==> src/rtl/m_axis_rc_adapt_x16.sv <==
// m_axis_rc_adapt_x16: turns 512-bit UltraScale+ RC beats into 3DW Cpl/CplD TLP beats for the
// LitePCIe completion path, through a 2-entry skid buffer (1-cycle latency, full throughput).
module m_axis_rc_adapt_x16 #(
   parameter int DATA_WIDTH = 512,
   parameter int KEEP_WIDTH = DATA_WIDTH / 8
) (
   input  logic                     user_clk,
   input  logic                     user_reset_n,
   input  logic [DATA_WIDTH-1:0]    m_axis_rc_tdata_a,
   input  logic [DATA_WIDTH/32-1:0] m_axis_rc_tkeep_a,
   input  logic                     m_axis_rc_tlast_a,
   output logic                     m_axis_rc_tready_a,
   input  logic [160:0]             m_axis_rc_tuser_a,
   input  logic                     m_axis_rc_tvalid_a,
   output logic [DATA_WIDTH-1:0]    m_axis_rc_tdata,
   output logic [KEEP_WIDTH-1:0]    m_axis_rc_tkeep,
   output logic                     m_axis_rc_tlast,
   input  logic                     m_axis_rc_tready,
   output logic [1:0]               m_axis_rc_tuser,
   output logic                     m_axis_rc_tvalid,
   output logic                     len_err
);
   localparam int NDW   = DATA_WIDTH / 32;
   localparam int ENT_W = DATA_WIDTH + KEEP_WIDTH + 3;

   typedef enum logic {ST_FIRST, ST_BODY} state_t;

   state_t           state_q, state_d;
   logic [6:0]       cnt_q, cnt_d, exp_q, exp_d;
   logic             ec_err_q, ec_err_d;
   logic             len_err_q, len_err_d;
   logic             tready_a_q, tready_a_d;
   logic [ENT_W-1:0] ent_q [2];
   logic [ENT_W-1:0] ent_d [2];
   logic             wr_ptr_q, wr_ptr_d, rd_ptr_q, rd_ptr_d;
   logic [1:0]       occ_q, occ_d;

   logic [31:0]           hdr0, hdr1, hdr2;
   logic [DATA_WIDTH-1:0] xdata;
   logic [KEEP_WIDTH-1:0] xkeep;
   logic [1:0]            xuser;
   logic [6:0]            cnt_now, exp_now, exp_use;
   logic                  is_first, ec_use, len_bad, accept, pop;
   logic                  unused_tuser;

   assign unused_tuser = ^{m_axis_rc_tuser_a[160:97], m_axis_rc_tuser_a[95:0]};

   // LitePCIe expects header DWs big-endian within each DW.
   function automatic logic [31:0] bswap32(input logic [31:0] v);
      return {v[7:0], v[15:8], v[23:16], v[31:24]};
   endfunction

   always_comb begin
      is_first = (state_q == ST_FIRST);
      exp_now  = 7'((m_axis_rc_tdata_a[42:32] + 11'd18) >> 4);

      hdr0        = '0;
      hdr0[31:29] = (m_axis_rc_tdata_a[42:32] != 11'd0) ? 3'b010 : 3'b000;
      hdr0[28:24] = m_axis_rc_tdata_a[29] ? 5'b01011 : 5'b01010;
      hdr0[22:20] = m_axis_rc_tdata_a[91:89];
      hdr0[14]    = m_axis_rc_tdata_a[46];
      hdr0[13:12] = m_axis_rc_tdata_a[93:92];
      hdr0[9:0]   = m_axis_rc_tdata_a[41:32];
      hdr1 = {m_axis_rc_tdata_a[87:72], m_axis_rc_tdata_a[45:43], 1'b0, m_axis_rc_tdata_a[27:16]};
      hdr2 = {m_axis_rc_tdata_a[63:48], m_axis_rc_tdata_a[71:64], 1'b0, m_axis_rc_tdata_a[6:0]};

      xdata = m_axis_rc_tdata_a;
      xkeep = '0;
      for (int i = 0; i < NDW; i++) xkeep[4*i +: 4] = {4{m_axis_rc_tkeep_a[i]}};
      if (is_first) begin
         xdata[95:0] = {bswap32(hdr2), bswap32(hdr1), bswap32(hdr0)};
         xkeep[11:0] = '1;
      end

      // Beat count includes the current beat; saturates instead of wrapping.
      cnt_now = is_first ? 7'd1 : ((cnt_q == 7'h7F) ? cnt_q : cnt_q + 7'd1);
      exp_use = is_first ? exp_now : exp_q;
      ec_use  = is_first ? (m_axis_rc_tdata_a[15:12] != 4'd0) : ec_err_q;
      len_bad = m_axis_rc_tlast_a ? (cnt_now != exp_use) : (cnt_now == 7'd65);
      xuser   = {ec_use, len_bad | m_axis_rc_tuser_a[96]};

      accept = m_axis_rc_tvalid_a & tready_a_q;
      pop    = (occ_q != 2'd0) & m_axis_rc_tready;

      state_d   = state_q;
      cnt_d     = cnt_q;
      exp_d     = exp_q;
      ec_err_d  = ec_err_q;
      len_err_d = len_err_q;
      ent_d     = ent_q;
      wr_ptr_d  = wr_ptr_q;
      rd_ptr_d  = rd_ptr_q;

      if (accept) begin
         state_d  = m_axis_rc_tlast_a ? ST_FIRST : ST_BODY;
         cnt_d    = cnt_now;
         exp_d    = exp_use;
         ec_err_d = ec_use;
         if (len_bad) len_err_d = 1'b1;
         ent_d[wr_ptr_q] = {xdata, xkeep, m_axis_rc_tlast_a, xuser};
         wr_ptr_d = ~wr_ptr_q;
      end
      if (pop) rd_ptr_d = ~rd_ptr_q;

      occ_d      = occ_q + {1'b0, accept} - {1'b0, pop};
      tready_a_d = (occ_d != 2'd2);
   end

   always_ff @(posedge user_clk or negedge user_reset_n) begin
      if (!user_reset_n) begin
         state_q    <= ST_FIRST;
         cnt_q      <= '0;
         exp_q      <= '0;
         ec_err_q   <= 1'b0;
         len_err_q  <= 1'b0;
         tready_a_q <= 1'b0;
         ent_q[0]   <= '0;
         ent_q[1]   <= '0;
         wr_ptr_q   <= 1'b0;
         rd_ptr_q   <= 1'b0;
         occ_q      <= '0;
      end else begin
         state_q    <= state_d;
         cnt_q      <= cnt_d;
         exp_q      <= exp_d;
         ec_err_q   <= ec_err_d;
         len_err_q  <= len_err_d;
         tready_a_q <= tready_a_d;
         ent_q      <= ent_d;
         wr_ptr_q   <= wr_ptr_d;
         rd_ptr_q   <= rd_ptr_d;
         occ_q      <= occ_d;
      end
   end

   assign {m_axis_rc_tdata, m_axis_rc_tkeep, m_axis_rc_tlast, m_axis_rc_tuser} = ent_q[rd_ptr_q];
   assign m_axis_rc_tvalid   = (occ_q != 2'd0);
   assign m_axis_rc_tready_a = tready_a_q;
   assign len_err            = len_err_q;

endmodule

==> config.mk <==
export PLATFORM = sky130hd
export DESIGN_NAME = m_axis_rc_adapt_x16
export DESIGN_NICKNAME = d
export VERILOG_FILES = /design/src/rtl/m_axis_rc_adapt_x16.sv
export SDC_FILE = /design/constraint.sdc
export NUM_CORES = 2
export LEC_CHECK = 0
export CORE_AREA = 2 2 498 500
export CTS_BUF_LIST = sky130_fd_sc_hd__clkbuf_16
export DETAILED_ROUTE_END_ITERATION = 8
export DIE_AREA = 0 0 500 502
export GPL_TIMING_DRIVEN = 1
export PLACE_DENSITY_LB_ADDON = 0.05
export SETUP_SLACK_MARGIN = 0.15
export SLEW_MARGIN = 20
export SYNTH_ARGS = -nofsm -noshare
export SYNTH_HDL_FRONTEND = slang
export SYNTH_SLANG_ARGS = --single-unit
==> constraint.sdc <==
create_clock -name user_clk -period 2.35 [get_ports user_clk]
set_input_delay 0.47 -clock user_clk [delete_from_list [all_inputs] [get_ports user_clk]]
set_output_delay 0.47 -clock user_clk [all_outputs]
set_load 0.02 [all_outputs]
==> out/results.ini <==
[finish]
mostFrequentLayoutCells = nand2_1 (2731), dfrtp_1 (1082), clkdlybuf4s50_1 (598)
regArea_um2 = 27130
multi_input_area_um2 = 19320
fillCellCount = 25960
area_delta_synth_final_pct = 45.00
final_common_cell = nand2_1
layoutNonFillerInstCount = 9740
finalNetCount = 7083
drive_above_1_share = 0.1916
design_area_um2 = 69660
fin_util = 0.2840

[floorplan]
die_area_um2 = 251000
core_um2 = 245300
start_util = 0.1959
rows = 182
ios = 1276
die_h_um = 502
die_x_um = 500

[clock_network]
cts_buffers = 148
clock_latency_ns = 0.79
h-tree-depth = 4
path_clk_slew_ns = 0.06
cts-root-buf = clkbuf_16
cts_tree = yes
cts_buffer_depth = 3
cts.sinks = 1084

[drt]
ant_nets = 0
via_per_inst = 4.051
vias = 39450
routed_wl_mm = 217.2
wire_per_inst_um = 22.30
drc = 0
drt-initial-drc-count = 2318
firstDrtPassIters = 5

[power]
ir_drop_uv = 586.4
power.density_nw_per_um2 = 1584
total_power_mw = 110.3
power.leakage_nw = 35.81

[logic_synthesis]
synthDistinctLibCells = 52
syn_area_per_cell_um2 = 9.211
syn-num-nets = 5912
ys_seq_area_frac = 0.5647
synth_mux_area_frac = 0.1411
synth_top_family_by_area = simple AND/OR/NAND/NOR gates
synth_edf_count = 0
netlist_area_um2 = 48040
synth_adder_area_share = 0.0007814
ys.flop_type = dfrtp_1
synth-compound-area-share = 0.02982
synthArstFlopShare = 1.000
ys_warn_count = 0
syn-instance-count = 5215
synth-simple-area-share = 0.2261
synth_xor_area_frac = 0.002735
ys_ff_latch = 1084

[place]
place_ws_ns = -0.1583
placed_area_um2 = 64500
port-buffer-count = 1115
gp_congestion = 0.7881
dp_hpwl_mm = 157.7
dp_cells = 9433

[timing]
timing.hold.ws_ns = 0.2439
relSlewSlack = 0.5120
tns_ns = -290.33
setup_violations = 581
period_share = 1.322
fin_ws_ns = -0.7567
fmax_ghz = 0.3219
fin_crit_ns = 3.107
finalClockSkew_ns = 0.03388
maxSlewViolCount = 0
finalHoldViolCount = 0
rsz0062_at_grt = true
worstMarginPinSlew_ns = 0.7228

[worst_hold_path]
hold_class = in2reg

[critical_path]
cp.required_ns = 1.88
r2r_setup_slack_ns = 0.04
path_class = reg2out
arrival_ns = 2.64
start_kind = flip-flop
endpoint_kind = output port
cp_max_fo = 24

[grt]
grt_max_degree = 94
antenna_found_initial = 90
overflow = 0
grt_pass1_vias = 40910
grt_pass1_wl_mm = 309.1
grt_usage = 0.1685

[outcome]
violations = setup timing
status = finished with violations

[job]
maxCapViolCount = 0

==> worst max-delay path, cell delays in order, from the launching register on <==
cell and delay [ns]:
dfrtp_4 0.49, buf_12 0.20, buf_12 0.22, mux2_2 0.37, clkdlybuf4s50_1 0.54
==> kinds of logic (layout without fill, tap and decap cells) <==
logic type               Yosys count  count (layout)
multiplexers                     611             611
AO/OA/AOI/OAI                    262             262
flip-flops                      1084            1084
AND/OR/NAND/NOR                 2868            2868
XOR/XNOR                          15              15
adder cells (fa/ha/maj)            3               3
buffers and inverters            372            1650
other                              0              27
==> Yosys cell counts (all sizes together), types with 2 or more instances <==
cell	instances	area, um2
nor2b	4	25.02
o22ai	4	25.02
o211ai	2	20.02
nor3	7	35.03
inv	6	22.52
xnor2	9	78.83
o21ai	131	655.6
nand2b	4	25.02
and3	4	25.02
mux2	531	5979
nand2	2732	10250
xor2	6	52.55
and2	2	12.51
o21a	3	22.52
or4	3	26.27
nor4	2	12.51
ha	3	37.54
nand4	3	18.77
o311ai	3	26.28
a21oi	99	495.5
nor2	101	379.1
clkbuf	230	863.3
dfrtp	1084	27130
mux2i	80	800.8
o31ai	2	15.01
buf	135	779.5
nand3	2	15.01
a31oi	6	50.04
==> final timing paths <==
kind	start	to	cells after the start
worst max register to register	cnt_q[0]	ent_q[0]	8
worst max-delay path	rd_ptr_q	m_axis_rc_tdata[271]	4
max in group asynchronous	user_reset_n	ent_q[188]	4
worst min register to register	ent_q[1011]	ent_q[1011]	2
worst min-delay path	m_axis_rc_tdata_a[328]	ent_q[395]	3
min in group asynchronous	user_reset_n	ent_q[1]	2
==> timing repair <==
action,4_1_cts,5_1_grt
endpoints found under the setup margin,585,585
cloned,3,4
buffers inserted,8,7
hold endpoints to repair,34,0
resized for setup,299,316
hold buffers,1,0
==> where the power goes <==
part / leakage (nW) / internal (mW) / total, mW / switching [mW]
logic: 20.1 / 24.4 / 57.3 / 33.0
registers: 13.4 / 27.5 / 31.8 / 4.30
clock network: 2.34 / 11.9 / 21.1 / 9.27
total: 35.8 / 63.7 / 110 / 46.6
==> per-layer routing <==
metal / vias up / global-route usage / wire, um
met5: - / 0 / 543
met4: 86 / 0.04106 / 4649
met3: 314 / 0.06633 / 18420
met2: 1024 / 0.2706 / 100700
met1: 19120 / 0.2107 / 92920
li1: 18910 / - / -
==> final cells by class <==
class	instances	share of cell area
clock buffers	151	0.05425
diodes	27	0.0009700
clock inverters	106	0.009808
multi-input cells	3759	0.2774
well taps	3220	0.05784
inverters	7	0.0003772
repair buffers	1386	0.2098
flip-flops and latches	1084	0.3895
==> registers in the layout (all words and copies together) (netlist names), 2 cells and up <==
signal	cells
occ_q	2
ent_q	1062
exp_q	7
cnt_q	7
(Power assumes the default switching activity.)
